File: src/rtl/soc_arbiter_ahb3_if.sv
// Bus bundle between AHB3-Lite masters, the soc_arbiter_ahb3 arbiter and the downstream decoder.
// The slave modport is the arbiter's view; the master modport is the surrounding environment.
interface soc_arbiter_ahb3_if #(
  parameter int MASTERS = 2,
  parameter int XLEN    = 32,
  parameter int PLEN    = 32
);
  localparam int SW = XLEN >> 3;

  logic [MASTERS-1:0]           m_hsel_i;
  logic [MASTERS-1:0][PLEN-1:0] m_haddr_i;
  logic [MASTERS-1:0][XLEN-1:0] m_hwdata_i;
  logic [MASTERS-1:0][XLEN-1:0] m_hrdata_o;
  logic [MASTERS-1:0]           m_hwrite_i;
  logic [MASTERS-1:0][2:0]      m_hsize_i;
  logic [MASTERS-1:0][2:0]      m_hburst_i;
  logic [MASTERS-1:0][SW-1:0]   m_hprot_i;
  logic [MASTERS-1:0][1:0]      m_htrans_i;
  logic [MASTERS-1:0]           m_hmastlock_i;
  logic [MASTERS-1:0]           m_hready_o;
  logic [MASTERS-1:0]           m_hresp_o;

  logic            s_hsel_o;
  logic [PLEN-1:0] s_haddr_o;
  logic [XLEN-1:0] s_hwdata_o;
  logic [XLEN-1:0] s_hrdata_i;
  logic            s_hwrite_o;
  logic [2:0]      s_hsize_o;
  logic [2:0]      s_hburst_o;
  logic [SW-1:0]   s_hprot_o;
  logic [1:0]      s_htrans_o;
  logic            s_hmastlock_o;
  logic            s_hready_i;
  logic            s_hresp_i;

  modport slave (
    input  m_hsel_i, m_haddr_i, m_hwdata_i, m_hwrite_i, m_hsize_i, m_hburst_i,
           m_hprot_i, m_htrans_i, m_hmastlock_i,
    output m_hrdata_o, m_hready_o, m_hresp_o,
    output s_hsel_o, s_haddr_o, s_hwdata_o, s_hwrite_o, s_hsize_o, s_hburst_o,
           s_hprot_o, s_htrans_o, s_hmastlock_o,
    input  s_hrdata_i, s_hready_i, s_hresp_i
  );

  modport master (
    output m_hsel_i, m_haddr_i, m_hwdata_i, m_hwrite_i, m_hsize_i, m_hburst_i,
           m_hprot_i, m_htrans_i, m_hmastlock_i,
    input  m_hrdata_o, m_hready_o, m_hresp_o,
    input  s_hsel_o, s_haddr_o, s_hwdata_o, s_hwrite_o, s_hsize_o, s_hburst_o,
           s_hprot_o, s_htrans_o, s_hmastlock_o,
    output s_hrdata_i, s_hready_i, s_hresp_i
  );
endinterface

File: src/rtl/soc_arbiter_ahb3.sv
// Multi-master AHB3-Lite arbiter feeding the address decoder; holds grant across bursts and locks.
// Define SOC_ARB_AHB3_RR_EN for round-robin arbitration, otherwise fixed lowest-index priority.
module soc_arbiter_ahb3 #(
  parameter int MASTERS = 2,
  parameter int XLEN    = 32,
  parameter int PLEN    = 32
) (
  input  logic                clk_i,
  input  logic                rst_i,
  soc_arbiter_ahb3_if.slave   bus
);
  localparam int SW = XLEN >> 3;
  localparam int GW = (MASTERS > 1) ? $clog2(MASTERS) : 1;
  localparam logic [1:0] HTRANS_IDLE = 2'b00;

  logic [GW-1:0]      grant_q, grant_d;
  logic [GW-1:0]      dp_owner_q, dp_owner_d;
  logic               dp_valid_q, dp_valid_d;
  logic [GW-1:0]      nxt_grant;
  logic [MASTERS-1:0] req, others;
  logic               rel;
  logic [MASTERS-1:0] hready_v, hresp_v;

  logic [PLEN-1:0] haddr_g;
  logic [XLEN-1:0] hwdata_g;
  logic [SW-1:0]   hprot_g;

  always_comb begin
    req = '0;
    for (int i = 0; i < MASTERS; i++) begin
      req[i] = bus.m_hsel_i[i] & bus.m_htrans_i[i][1];
    end
    others = req;
    others[grant_q] = 1'b0;
    rel = (~bus.m_hsel_i[grant_q] | (bus.m_htrans_i[grant_q] == HTRANS_IDLE))
          & ~bus.m_hmastlock_i[grant_q];
  end

`ifdef SOC_ARB_AHB3_RR_EN
  // Scan downward so the closest requester after the current grant wins.
  always_comb begin
    logic [GW-1:0] cand;
    cand      = '0;
    nxt_grant = grant_q;
    for (int k = MASTERS - 1; k >= 1; k--) begin
      cand = GW'((int'(grant_q) + k) % MASTERS);
      if (others[cand]) nxt_grant = cand;
    end
  end
`else
  always_comb begin
    nxt_grant = grant_q;
    for (int k = MASTERS - 1; k >= 0; k--) begin
      if (others[k]) nxt_grant = GW'(k);
    end
  end
`endif

  always_comb begin
    grant_d    = grant_q;
    dp_owner_d = dp_owner_q;
    dp_valid_d = dp_valid_q;
    if (bus.s_hready_i) begin
      if (rel && (|others)) grant_d = nxt_grant;
      dp_owner_d = grant_q;
      dp_valid_d = req[grant_q];
    end
  end

  always_ff @(posedge clk_i or posedge rst_i) begin
    if (rst_i) begin
      grant_q    <= '0;
      dp_owner_q <= '0;
      dp_valid_q <= 1'b0;
    end else begin
      grant_q    <= grant_d;
      dp_owner_q <= dp_owner_d;
      dp_valid_q <= dp_valid_d;
    end
  end

  assign haddr_g  = bus.m_haddr_i[grant_q];
  assign hwdata_g = bus.m_hwdata_i[grant_q];
  assign hprot_g  = bus.m_hprot_i[grant_q];

  // Reset only needs to silence the qualifying fields; grant_q is 0 so the rest follow master 0.
  assign bus.s_hsel_o      = bus.m_hsel_i[grant_q] & ~rst_i;
  assign bus.s_htrans_o    = rst_i ? HTRANS_IDLE : bus.m_htrans_i[grant_q];
  assign bus.s_hmastlock_o = bus.m_hmastlock_i[grant_q] & ~rst_i;
  assign bus.s_haddr_o     = haddr_g;
  assign bus.s_hwdata_o    = hwdata_g;
  assign bus.s_hprot_o     = hprot_g;
  assign bus.s_hwrite_o    = bus.m_hwrite_i[grant_q];
  assign bus.s_hsize_o     = bus.m_hsize_i[grant_q];
  assign bus.s_hburst_o    = bus.m_hburst_i[grant_q];

  always_comb begin
    logic own;
    own      = 1'b0;
    hready_v = '0;
    hresp_v  = '0;
    for (int i = 0; i < MASTERS; i++) begin
      own = dp_valid_q && (dp_owner_q == GW'(i));
      if (rst_i) begin
        hready_v[i] = 1'b0;
      end else if ((grant_q == GW'(i)) || own) begin
        hready_v[i] = bus.s_hready_i;
      end else begin
        hready_v[i] = ~req[i];
      end
      hresp_v[i] = ~rst_i & own & bus.s_hresp_i;
    end
  end

  assign bus.m_hready_o = hready_v;
  assign bus.m_hresp_o  = hresp_v;
  assign bus.m_hrdata_o = {MASTERS{bus.s_hrdata_i}};

endmodule
File: src/flat_wrapper.sv
// flat-port wrapper written by rule: the top's interface ports become plain ports
module soc_arbiter_ahb3_flat 
#(
  parameter int MASTERS = 2,
  parameter int XLEN    = 32,
  parameter int PLEN    = 32
)
  (clk_i, rst_i, bus_m_hsel_i, bus_m_haddr_i, bus_m_hwdata_i, bus_m_hwrite_i, bus_m_hsize_i, bus_m_hburst_i, bus_m_hprot_i, bus_m_htrans_i, bus_m_hmastlock_i, bus_m_hrdata_o, bus_m_hready_o, bus_m_hresp_o, bus_s_hsel_o, bus_s_haddr_o, bus_s_hwdata_o, bus_s_hwrite_o, bus_s_hsize_o, bus_s_hburst_o, bus_s_hprot_o, bus_s_htrans_o, bus_s_hmastlock_o, bus_s_hrdata_i, bus_s_hready_i, bus_s_hresp_i);
  soc_arbiter_ahb3_if #(.MASTERS(MASTERS), .XLEN(XLEN), .PLEN(PLEN)) bus_i ();
  input  logic clk_i;
  input  logic rst_i;
  input wire logic [$bits(bus_i.m_hsel_i)-1:0] bus_m_hsel_i;
  input wire logic [$bits(bus_i.m_haddr_i)-1:0] bus_m_haddr_i;
  input wire logic [$bits(bus_i.m_hwdata_i)-1:0] bus_m_hwdata_i;
  input wire logic [$bits(bus_i.m_hwrite_i)-1:0] bus_m_hwrite_i;
  input wire logic [$bits(bus_i.m_hsize_i)-1:0] bus_m_hsize_i;
  input wire logic [$bits(bus_i.m_hburst_i)-1:0] bus_m_hburst_i;
  input wire logic [$bits(bus_i.m_hprot_i)-1:0] bus_m_hprot_i;
  input wire logic [$bits(bus_i.m_htrans_i)-1:0] bus_m_htrans_i;
  input wire logic [$bits(bus_i.m_hmastlock_i)-1:0] bus_m_hmastlock_i;
  output wire logic [$bits(bus_i.m_hrdata_o)-1:0] bus_m_hrdata_o;
  output wire logic [$bits(bus_i.m_hready_o)-1:0] bus_m_hready_o;
  output wire logic [$bits(bus_i.m_hresp_o)-1:0] bus_m_hresp_o;
  output wire logic [$bits(bus_i.s_hsel_o)-1:0] bus_s_hsel_o;
  output wire logic [$bits(bus_i.s_haddr_o)-1:0] bus_s_haddr_o;
  output wire logic [$bits(bus_i.s_hwdata_o)-1:0] bus_s_hwdata_o;
  output wire logic [$bits(bus_i.s_hwrite_o)-1:0] bus_s_hwrite_o;
  output wire logic [$bits(bus_i.s_hsize_o)-1:0] bus_s_hsize_o;
  output wire logic [$bits(bus_i.s_hburst_o)-1:0] bus_s_hburst_o;
  output wire logic [$bits(bus_i.s_hprot_o)-1:0] bus_s_hprot_o;
  output wire logic [$bits(bus_i.s_htrans_o)-1:0] bus_s_htrans_o;
  output wire logic [$bits(bus_i.s_hmastlock_o)-1:0] bus_s_hmastlock_o;
  input wire logic [$bits(bus_i.s_hrdata_i)-1:0] bus_s_hrdata_i;
  input wire logic [$bits(bus_i.s_hready_i)-1:0] bus_s_hready_i;
  input wire logic [$bits(bus_i.s_hresp_i)-1:0] bus_s_hresp_i;
  assign bus_i.m_hsel_i = bus_m_hsel_i;
  assign bus_i.m_haddr_i = bus_m_haddr_i;
  assign bus_i.m_hwdata_i = bus_m_hwdata_i;
  assign bus_i.m_hwrite_i = bus_m_hwrite_i;
  assign bus_i.m_hsize_i = bus_m_hsize_i;
  assign bus_i.m_hburst_i = bus_m_hburst_i;
  assign bus_i.m_hprot_i = bus_m_hprot_i;
  assign bus_i.m_htrans_i = bus_m_htrans_i;
  assign bus_i.m_hmastlock_i = bus_m_hmastlock_i;
  assign bus_m_hrdata_o = bus_i.m_hrdata_o;
  assign bus_m_hready_o = bus_i.m_hready_o;
  assign bus_m_hresp_o = bus_i.m_hresp_o;
  assign bus_s_hsel_o = bus_i.s_hsel_o;
  assign bus_s_haddr_o = bus_i.s_haddr_o;
  assign bus_s_hwdata_o = bus_i.s_hwdata_o;
  assign bus_s_hwrite_o = bus_i.s_hwrite_o;
  assign bus_s_hsize_o = bus_i.s_hsize_o;
  assign bus_s_hburst_o = bus_i.s_hburst_o;
  assign bus_s_hprot_o = bus_i.s_hprot_o;
  assign bus_s_htrans_o = bus_i.s_htrans_o;
  assign bus_s_hmastlock_o = bus_i.s_hmastlock_o;
  assign bus_i.s_hrdata_i = bus_s_hrdata_i;
  assign bus_i.s_hready_i = bus_s_hready_i;
  assign bus_i.s_hresp_i = bus_s_hresp_i;
  soc_arbiter_ahb3 #(.MASTERS(MASTERS), .XLEN(XLEN), .PLEN(PLEN)) u_core (.clk_i(clk_i), .rst_i(rst_i), .bus(bus_i));
endmodule
File: config.mk
export PLATFORM = sky130hd
export DESIGN_NAME = soc_arbiter_ahb3_flat
export DESIGN_NICKNAME = d
export VERILOG_FILES = /design/src/rtl/soc_arbiter_ahb3_if.sv /design/src/rtl/soc_arbiter_ahb3.sv /design/src/flat_wrapper.sv
export SDC_FILE = /design/constraint.sdc
export NUM_CORES = 1
export LEC_CHECK = 0
export CAP_MARGIN = 15
export CORE_AREA = 5 5 128 130
export DETAILED_ROUTE_END_ITERATION = 7
export DIE_AREA = 0 0 133 135
export PLACE_DENSITY_LB_ADDON = 0.1
export SLEW_MARGIN = 0
export SYNTH_ARGS = -nofsm -noshare
export SYNTH_HDL_FRONTEND = slang
export SYNTH_SLANG_ARGS = --single-unit
File: constraint.sdc
create_clock -name clk_i -period 3 [get_ports clk_i]
set_clock_uncertainty 0.15 [all_clocks]
set_input_delay 0.6 -clock clk_i [delete_from_list [all_inputs] [get_ports clk_i]]
set_output_delay 0.6 -clock clk_i [all_outputs]
set_load 0.005 [all_outputs]
==> metrics.md, run 1 <==
| Metric | Value |
|---|---|
| Post-synth EDFFs | 0 |
| Most frequent cell after synthesis | buf_4 |
| Sequential share of the synthesized area | 0.0399 |
| CTS Sinks | 3 |
| Max-Cap Viols | 0 |
| Pwr per Cell Area | 541 mW/mm2 |
| Largest net degree at the start of global routing | 39 |
| Crit. End Element | output pin |
| Clk buf depth | 2 |
| Num rows | 45 |
| Slowest Stage Delay on Critical Path | approximately 0.6 ns |
| Post-CTS Setup Inserts | 0 |
| WL final | 8.94 mm |
| Synth async-reset ratio | 1.00 |
| Syn_nets | 380 |
| Nets | 561 |
| Hold-fix buffers at CTS | 0 |
| Initial core utilization | 0.125 |
| Post-Synthesis Cells | 186 |
| Endpoints failing setup | 0 |
| Slowest stage cell, crit path | dfrtp_4 |
| Crit path max fanout | 38 |
| Post-route ant nets | 0 |
| # IOs | 341 |
| DRT Pass-1 Iters | 4 |
| CTS tree | done |
| Synth top area cells | mux2_4, buf_4, mux2_2 |
| Cts repair resizes | 0 |
| Final WS setup | 0.264 ns |
| Clk root buf | clkbuf_16 |
| Top FF cell, synth | dfrtp_1 |
| Class of the worst hold path | reg2reg |
| Placed insts | 550 |
| Die Height | 135 um |
| Clock latency on the worst-skew pair | 0.22 ns |
| Global-route wire length before repair | between 10 and 15 mm |
| Total power | ~2.2 mW |
| Total CTS buffers | 3 |
| Post-Syn Area | 0.00188 mm2 |
| Synthesis Warnings | 0 |
| Vias/cell | 3.66 |
| Synth unique cells | 25 |
| Outcome | completed |
| CP required | 2.25 ns |
| Routed len/inst | 16.1 um |
| Post-route DRC violation count | 0 |
| Layout cell share with drive strength beyond 1 | 0.240 |
| Synth Area per Inst | 10.1 um2 |
| Total global routing track utilization | 0.0905 |
| WP data arrival | 1.99 ns |
| Via count | 2029 |
| Synth cell count leaders | buf_4, mux2_4, mux2_2 |
| Pre-CTS setup slack | ~0.27 ns |
| DR iter-0 viols | 27 |
| Fin crit share | 0.912 |
| Vias in the first global route | 2175 |
| #FFs+latches synth | 3 |
| Final Max Tran Viols | 0 |
| Worst Setup Path Type | reg2out |
| Min Tclk post-route | 2.74 ns |
| Yosys top cell area share | 0.343 |
| CP Cell Sequence | buf_12, mux2_2, clkdlybuf4s50_1 |
| Width of the die | 133 um |
| Core footprint | 0.0150 mm2 |
| RSZ-0062 raised after global routing | no |
| Final cell count without fillers | around 550 |
| Worst Max-Slew Pin Slew | 0.302 ns |
| Crit start category | flop |
| Synth-to-Final Area Change | 119% |
| Ant diodes | 0 |
| Dpl hpwl | just under 8 mm |
| Area leader, netlist | mux2_4 |
| Slew HR | 0.799 |
| Initial antenna violation count | 0 |
| Hold Vio Cnt, Final | 0 |
| Maximum vdd drop | roughly 0.23 mV |
| Gr ovfl total | 0 |
| Clk slew on worst S/H paths | 0.03 ns |
| H-tree depth | 1 |
| Static leakage | 1.65 nW |
| Die Area | about 0.018 mm2 |
| Setup total negative slack | 0 ns |
| Port bufs | 244 |
| GP Congestion | around 0.69 |
| Max Clk Rate | 0.365 GHz |
## through the flow
stage,instance area (um2),util,hold slack [ns]
after floorplan,1880,-,0.214
after global placement,4050,0.269,0.476
after detailed placement,4050,0.269,0.474
after CTS,4130,0.275,0.493
after global routing,4130,0.275,0.505
final,4130,0.275,0.491
## flip-flops by register name, summed over array words and instances (netlist names)
signal             flops
u_core.dp_owner_q      1
u_core.grant_q         1
u_core.dp_valid_q      1
## layer usage
metal	share of wire	wire, um	up-vias	global-route usage
met5	0	0	-	0
met4	0.020	177	0	0.0248
met3	0.13	1150	25	0.0391
met2	0.51	4540	164	0.173
met1	0.34	3080	888	0.0889
li1	-	-	952	-
## cells by family after synthesis
group | count (synthesis) | share of synthesized area
AND/OR/NAND/NOR | 16 | 0.0439
AO/OA/AOI/OAI | 12 | 0.0505
buffers and inverters | 77 | 0.315
multiplexers | 78 | 0.551
flip-flops | 3 | 0.0399
## path summary, 6_finish.rpt
kind	end	slack (ns)	start	cells after the start
setup / recovery	bus_s_haddr_o[21]	0.26	u_core.grant_q	3
hold / removal	u_core.dp_valid_q	0.49	u_core.dp_valid_q	2
setup reg to reg	u_core.grant_q	1.38	u_core.grant_q	4
hold reg to reg	u_core.dp_valid_q	0.49	u_core.dp_valid_q	2
max in group asynchronous	u_core.grant_q	1.92	rst_i	4
min in group asynchronous	u_core.grant_q	0.68	rst_i	4
## cell type report
| type | count | area (um2) |
|---|---|---|
| multi-input cells | 106 | 1210 |
| clock buffers | 4 | 78.8 |
| repair buffers | 250 | 2510 |
| inverters | 3 | 11.3 |
| flip-flops and latches | 3 | 78.8 |
| fillers | 1604 | 10900 |
| well taps | 188 | 235 |
## placed cells by master (no fill, tap or decap), types with 2 or more instances in the layout
cell / count
a21oi_1: 2
a21oi_2: 2
and4_1: 2
buf_12: 2
buf_4: 4
clkbuf_16: 3
clkdlybuf4s50_1: 244
dfrtp_1: 2
inv_1: 3
mux2_2: 32
mux2_4: 43
mux2i_1: 3
nand2_1: 2
nand2b_1: 2
nand3_1: 2
nor2_1: 6
o211ai_1: 2
## where the power goes
part	switching, mW	internal, mW
Clock	0.0338	0.175
Combinational	0.585	1.32
Sequential	0.0648	0.0596
## worst max-delay path, delay by kind of cell, from the launching register on
kind | cells | cell delay, ns
flip-flops | 1 | 0.60
buffers and inverters | 2 | 0.77
multiplexers | 1 | 0.37
No activity file was read; power rests on OpenSTA's default activity.
==> run 2: changes to the inputs <==
CTS_BUF_LIST = sky130_fd_sc_hd__clkbuf_8   (was default)
SLEW_MARGIN = 20   (was 0)
==> run 2 against run 1 <==
Largest power group unchanged. Sequential power about the same. Fmax up 0.29%. Register-to-register slack about the same. Die area unchanged. Via count unchanged. Combinational power about the same. Critical path depth unchanged. Highest routed layer unchanged.
==> metrics.md, run 2 (synthesized netlist as in run 1, its figures left out) <==
| Metric | Value |
|---|---|
| Switch Pwr | 0.675 mW |
| Gr ovfl total | 0 |
| Hold endpoint | u_core.dp_valid_q |
| Worst Setup Path Type | reg2out |
| Clk buf depth | 2 |
| Slowest stage cell, crit path | dfrtp_4 |
| Core footprint | around 0.015 mm2 |
| RSZ-0062 raised after global routing | no |
| Crit path buf inv count | 2 |
| Class of the worst hold path | reg2reg |
| Largest net degree at the start of global routing | 39 |
| Initial core utilization | 0.125 |
| Ant diodes | 0 |
| Outcome | completed |
| Post-CTS Setup Inserts | 0 |
| Internal power | 1.46 mW |
| # IOs | 341 |
| CP required | around 2.3 ns |
| Port bufs | between 200 and 250 |
| Max Clk Rate | 0.367 GHz |
| Nets | 561 |
| Total power | 2.14 mW |
| Vias/cell | 3.66 |
| H-tree depth | 1 |
| Hold Vio Cnt, Final | 0 |
| Routed len/inst | 16.1 um |
| Layout cell share with drive strength beyond 1 | 0.240 |
| Slew HR | 0.799 |
| Vias in the first global route | 2174 |
| Post-route DRC violation count | 0 |
| Synth-to-Final Area Change | 118% |
| Most frequent cells in the layout | clkdlybuf4s50_1, mux2_4, mux2_2 |
| Final Max Tran Viols | 0 |
| Width of the die | 133 um |
| Worst hold start | u_core.dp_valid_q |
| GP Congestion | 0.691 |
| WP data arrival | 1.98 ns |
| Largest registers | u_core.dp_owner_q (1), u_core.dp_valid_q (1), u_core.grant_q (1) |
| Crit. End Element | output pin |
| Reg-to-reg startpoint | u_core.grant_q |
| Reg-to-reg slack, setup | 1.38 ns |
| Cts repair resizes | 0 |
| Min Tclk post-route | 2.73 ns |
| Max-Cap Viols | 0 |
| DR iter-0 viols | 32 |
| CTS Sinks | 3 |
| Slowest Stage Delay on Critical Path | around 0.6 ns |
| Post-route ant nets | 0 |
| Total global routing track utilization | 0.0905 |
| Maximum vdd drop | 0.230 mV |
| Setup total negative slack | 0 ns |
| Crit start category | flop |
| Clock latency on the worst-skew pair | roughly 0.21 ns |
| Total CTS buffers | 3 |
| Clock power frac | 0.052 |
| Crit path max fanout | 38 |
| Crit path max-delay family | buffers and inverters |
| Clk slew on worst S/H paths | 0.03 ns |
| Initial antenna violation count | 0 |
| Dpl hpwl | roughly 8 mm |
| Via count | 2029 |
| Clk root buf | clkbuf_8 |
| Pwr per Cell Area | 522 mW/mm2 |
| WL final | roughly 8.9 mm |
| Hold Path Depth | 2 |
| Global-route wire length before repair | roughly 13 mm |
| Worst Max-Slew Pin Slew | 0.302 ns |
| Hold-fix buffers at CTS | 0 |
| Endpoints failing setup | 0 |
| Reg power frac | 0.058 |
| CP Cell Sequence | buf_12, mux2_2, clkdlybuf4s50_1 |
| Cell count of the worst reg-to-reg path | 4 |
| Static leakage | 1.64 nW |
| Die Area | 0.0180 mm2 |
| Worst flop-to-flop path endpoint | u_core.grant_q |
| DRT Pass-1 Iters | 4 |
| CTS tree | done |
| Fin crit share | 0.909 |
| Die Height | 135 um |
| Combinational power share | 0.890 |
| Sw frac | 0.316 |
| Most common cell after layout, fill and taps aside | clkdlybuf4s50_1 |
| Num rows | 45 |
-- run 2: cell types whose count changed in the layout (fill, tap and decap cells not counted) --
cell       previous run  this run
clkbuf_1              1         0
clkbuf_16             3         0
clkbuf_8              0         3
inv_1                 3         4
-- run 2: final cells by class --
cell class,instances,area (um2)
fillers,1609,10900
repair buffers,250,2510
multi-input cells,106,1210
well taps,188,235
flip-flops and latches,3,78.8
clock buffers,3,41.3
inverters,3,11.3
clock inverters,1,3.75
-- run 2: power by group through the flow --
stage | Sequential [mW] | Clock [mW] | Combinational, mW
2_1_floorplan | 0.0652 | 0 | 1.11
3_3_place_gp | 0.134 | 0 | 1.95
3_5_place_dp | 0.132 | 0 | 1.93
4_1_cts | 0.130 | 0.115 | 1.94
5_1_grt | 0.135 | 0.122 | 2.03
6_report | 0.124 | 0.112 | 1.90
-- run 2: stage by stage --
step	worst slack [ns]	util	instances	instance area (um2)	hold slack, ns
2_1_floorplan	1.20	-	186	1880	0.214
3_3_place_gp	0.274	0.269	550	4050	0.476
3_5_place_dp	0.273	0.269	550	4050	0.474
4_1_cts	0.237	0.272	554	4100	0.488
5_1_grt	0.183	0.272	554	4100	0.506
6_report	0.272	0.272	554	4100	0.487
-- run 2: worst max-delay path by stage --
stage / cells past startpoint / endpoint / slack (ns) / start
2_1_floorplan: 4 / bus_s_haddr_o[0] / 1.20 / u_core.grant_q
3_3_place_gp: 4 / bus_m_hready_o[1] / 0.27 / bus_s_hready_i
3_5_place_dp: 4 / bus_m_hready_o[1] / 0.27 / bus_s_hready_i
4_1_cts: 3 / bus_s_haddr_o[21] / 0.24 / u_core.grant_q
5_1_grt: 3 / bus_s_hwdata_o[20] / 0.18 / u_core.grant_q
6_report: 3 / bus_s_haddr_o[21] / 0.27 / u_core.grant_q
-- run 2: per-layer routing --
layer  up-vias  wire length (um)  global-route usage
li1        952                 -                   -
met4         0               177              0.0248
met3        25              1150              0.0391
met5         -                 0                   0
met1       888              3070              0.0889
met2       164              4530               0.173
-- run 2: worst reg2reg max path: cells and delay by family, from the launching register on --
kind                   cells  cell delay [ns]
DFF                        1             0.60
AOI/OAI and AO/OA          2             0.24
muxes                      1             0.33
buffers and inverters      1             0.18
==> run 3: changes to the inputs <==
ABC_AREA = 1   (was default)
CORE_AREA = 5 5 130 132   (was 5 5 128 130)
DIE_AREA = 0 0 135 137   (was 0 0 133 135)
==> run 3 against run 2 <==
Fmax decreased by 0.54%. Sequential share of layout area about the same. Worst hold slack got worse by 0.086 ns. Combinational power increased by 8%. Largest cell class unchanged.
==> metrics.md, run 3 <==
| Metric | Value |
|---|---|
| Synth cell count leaders | nand2_1, buf_4, buf_2, nor2_1, inv_1 |
| CTS tree | done |
| Endpoints failing setup | 0 |
| Ant diodes | 0 |
| Hold Path Depth | 2 |
| Worst Max-Slew Pin Slew | 0.391 ns |
| Synth-to-Final Area Change | 128% |
| Top layer in use | met4 |
| Largest family of logic cells by synthesized area | simple AND/OR/NAND/NOR gates |
| CTS Sinks | 3 |
| Gr ovfl total | 0 |
| Min Tclk post-route | ~2.7 ns |
| Largest registers | u_core.dp_owner_q (1), u_core.dp_valid_q (1), u_core.grant_q (1) |
| Post-route ant nets | 0 |
| Met3 WL | 930 um |
| Post-Synth XOR/XNOR Area | 0 |
| Static leakage | 1.84 nW |
| Slew HR | 0.740 |
| Crit. End Element | output pin |
| Synth Area in Compound Gates | 0.0287 |
| CP required | 2.25 ns |
| Clock latency on the worst-skew pair | between 0.2 and 0.25 ns |
| Fillers | about 1800 |
| Class of the worst hold path | reg2reg |
| Cell count of the worst reg-to-reg path | 9 |
| DR iter-0 viols | 75 |
| Sequential share of the synthesized area | 0.0431 |
| WP data arrival | 1.99 ns |
| Post-Synth Simple-Gate Area | 0.564 |
| Cts repair resizes | 0 |
| Sw frac | 0.430 |
| Switch Pwr | roughly 0.96 mW |
| Die Height | 137 um |
| WL final | 9.84 mm |
| Area share of fa/ha/maj cells after synthesis | 0 |
| Initial core utilization | 0.112 |
| Wire length on met2 | 5.50 mm |
| Internal power | between 1 and 1.5 mW |
| Post-CTS Setup Inserts | 0 |
| Combinational power share | 0.918 |
| Pwr per Cell Area | 563 mW/mm2 |
| Synthesis Warnings | 0 |
| Synth unique cells | 15 |
| Total CTS buffers | 3 |
| Max Clk Rate | 0.365 GHz |
| Most frequent cells in the layout | clkdlybuf4s50_1, nand2_1, nor2_1 |
| Crit path max fanout | 4 |
| Multiplexer share of the synthesized area | 0 |
| Vias in the first global route | roughly 2600 |
| Clk buf depth | 2 |
| Layout cell share with drive strength beyond 1 | 0.0205 |
| Core footprint | around 0.016 mm2 |
| Routed len/inst | 13.1 um |
| Max-Cap Viols | 0 |
| Hold-fix buffers at CTS | 0 |
| Num rows | 46 |
| Global-route wire length before repair | 14.3 mm |
| Post-Syn Area | 0.00174 mm2 |
| Post-Synthesis Cells | 365 |
| Largest net degree at the start of global routing | between 80 and 90 |
| Synth async-reset ratio | 1.00 |
| H-tree depth | 1 |
| #FFs+latches synth | 3 |
| Reg-to-reg slack, setup | 1.21 ns |
| Fin crit share | 0.914 |
| Area leader, netlist | nand2_1 |
| DRT Pass-1 Iters | 4 |
| # IOs | approximately 340 |
| Via count | approximately 2600 |
| DRT met1 WL | 3.23 mm |
| Port bufs | 244 |
| Post-synth EDFFs | 0 |
| Total global routing track utilization | 0.0973 |
| Synth Area per Inst | 4.78 um2 |
| Synth top area cells | nand2_1, buf_4, dfrtp_1 |
| Vias/cell | 3.39 |
| Post-route DRC violation count | 0 |
| Syn_nets | 559 |
| Final Max Tran Viols | 0 |
| RSZ-0062 raised after global routing | no |
| Most common cell after layout, fill and taps aside | clkdlybuf4s50_1 |
| Initial antenna violation count | 0 |
| GP Congestion | 0.728 |
| Most frequent cell after synthesis | nand2_1 |
| Hold Vio Cnt, Final | 0 |
| Die Area | 0.0185 mm2 |
| Clk slew on worst S/H paths | 0.03 ns |
| Clk root buf | clkbuf_8 |
| Yosys top cell area share | 0.523 |
| Hold Worst Slack | 0.400 ns |
| Dpl hpwl | slightly above 8 mm |
| Crit start category | primary input |
| Nets | 731 |
| Worst Setup Path Type | in2out |
| Maximum vdd drop | 0.346 mV |
| Width of the die | 135 um |
| Outcome | completed |
| Top FF cell, synth | dfrtp_1 |
| Setup total negative slack | 0 ns |
| Clock power frac | 0.052 |
| Reg power frac | 0.031 |
[run 3: changes by cell type after synthesis, moves of 3 or more]
cell	delta
nand2_1	+241
nor2_1	+6
mux2i_1	-3
mux2_4	-43
buf_2	+9
buf_4	+4
buf_6	-3
mux2_2	-32
inv_1	+7
[run 3: worst paths after layout]
check | startpoint | endpoint
worst max-delay path | rst_i | bus_m_hready_o[0]
worst min-delay path | u_core.dp_owner_q | u_core.dp_owner_q
worst max register to register | u_core.grant_q | u_core.grant_q
worst min register to register | u_core.dp_owner_q | u_core.dp_owner_q
max in group asynchronous | rst_i | u_core.dp_owner_q
min in group asynchronous | rst_i | u_core.grant_q
[run 3: cell type report]
type                       instances  area (um2)  share of cell area
tap                              216         270              0.0681
clock buffer                       3        41.3              0.0104
clock inverter                     1        3.75            0.000945
sequential                         3        76.3              0.0192
multi-input combinational        269        1030               0.260
inverter                          11        41.3              0.0104
timing repair buffer             249        2500               0.631
[run 3: power groups by stage]
stage | logic, mW | clock network (mW) | registers (mW)
final | 2.05 | 0.116 | 0.0687
after global routing | 2.29 | 0.125 | 0.0698
after CTS | 2.12 | 0.120 | 0.0686
after detailed placement | 2.11 | 0 | 0.0691
after global placement | 2.12 | 0 | 0.0693
after floorplan | 0.931 | 0 | 0.0618
[run 3: stage by stage]
| stage | std cells | utilization | power (mW) | instance area, um2 | setup WS (ns) |
|---|---|---|---|---|---|
| 5_1_grt | 752 | 0.255 | 2.48 | 3970 | 0.131 |
| 3_3_place_gp | 748 | 0.252 | 2.19 | 3930 | 0.255 |
| 3_5_place_dp | 748 | 0.252 | 2.18 | 3930 | 0.250 |
| 6_report | 752 | 0.255 | 2.24 | 3970 | 0.257 |
| 2_1_floorplan | 365 | - | 0.992 | 1740 | 1.29 |
| 4_1_cts | 752 | 0.255 | 2.31 | 3970 | 0.189 |
[run 3: critical path, cell delays in order]
cell	delay (ns)
clkdlybuf4s50_1	0.47
inv_1	0.14
o21ai_0	0.10
nor2_1	0.13
clkdlybuf4s50_1	0.55
[run 3: logic make-up (layout without fill, tap and decap cells)]
| kind of cell | Yosys count | in the layout |
|---|---|---|
| AND/OR/NAND/NOR | 260 | 260 |
| buffers and inverters | 93 | 264 |
| AO/OA/AOI/OAI | 9 | 9 |
| flip-flops | 3 | 3 |
[run 3: per-layer routing]
metal	vias to the layer above	global-route usage
li1	1361	-
met1	1040	0.0945
met2	122	0.199
met3	28	0.0279
met4	0	0.0241
met5	-	0
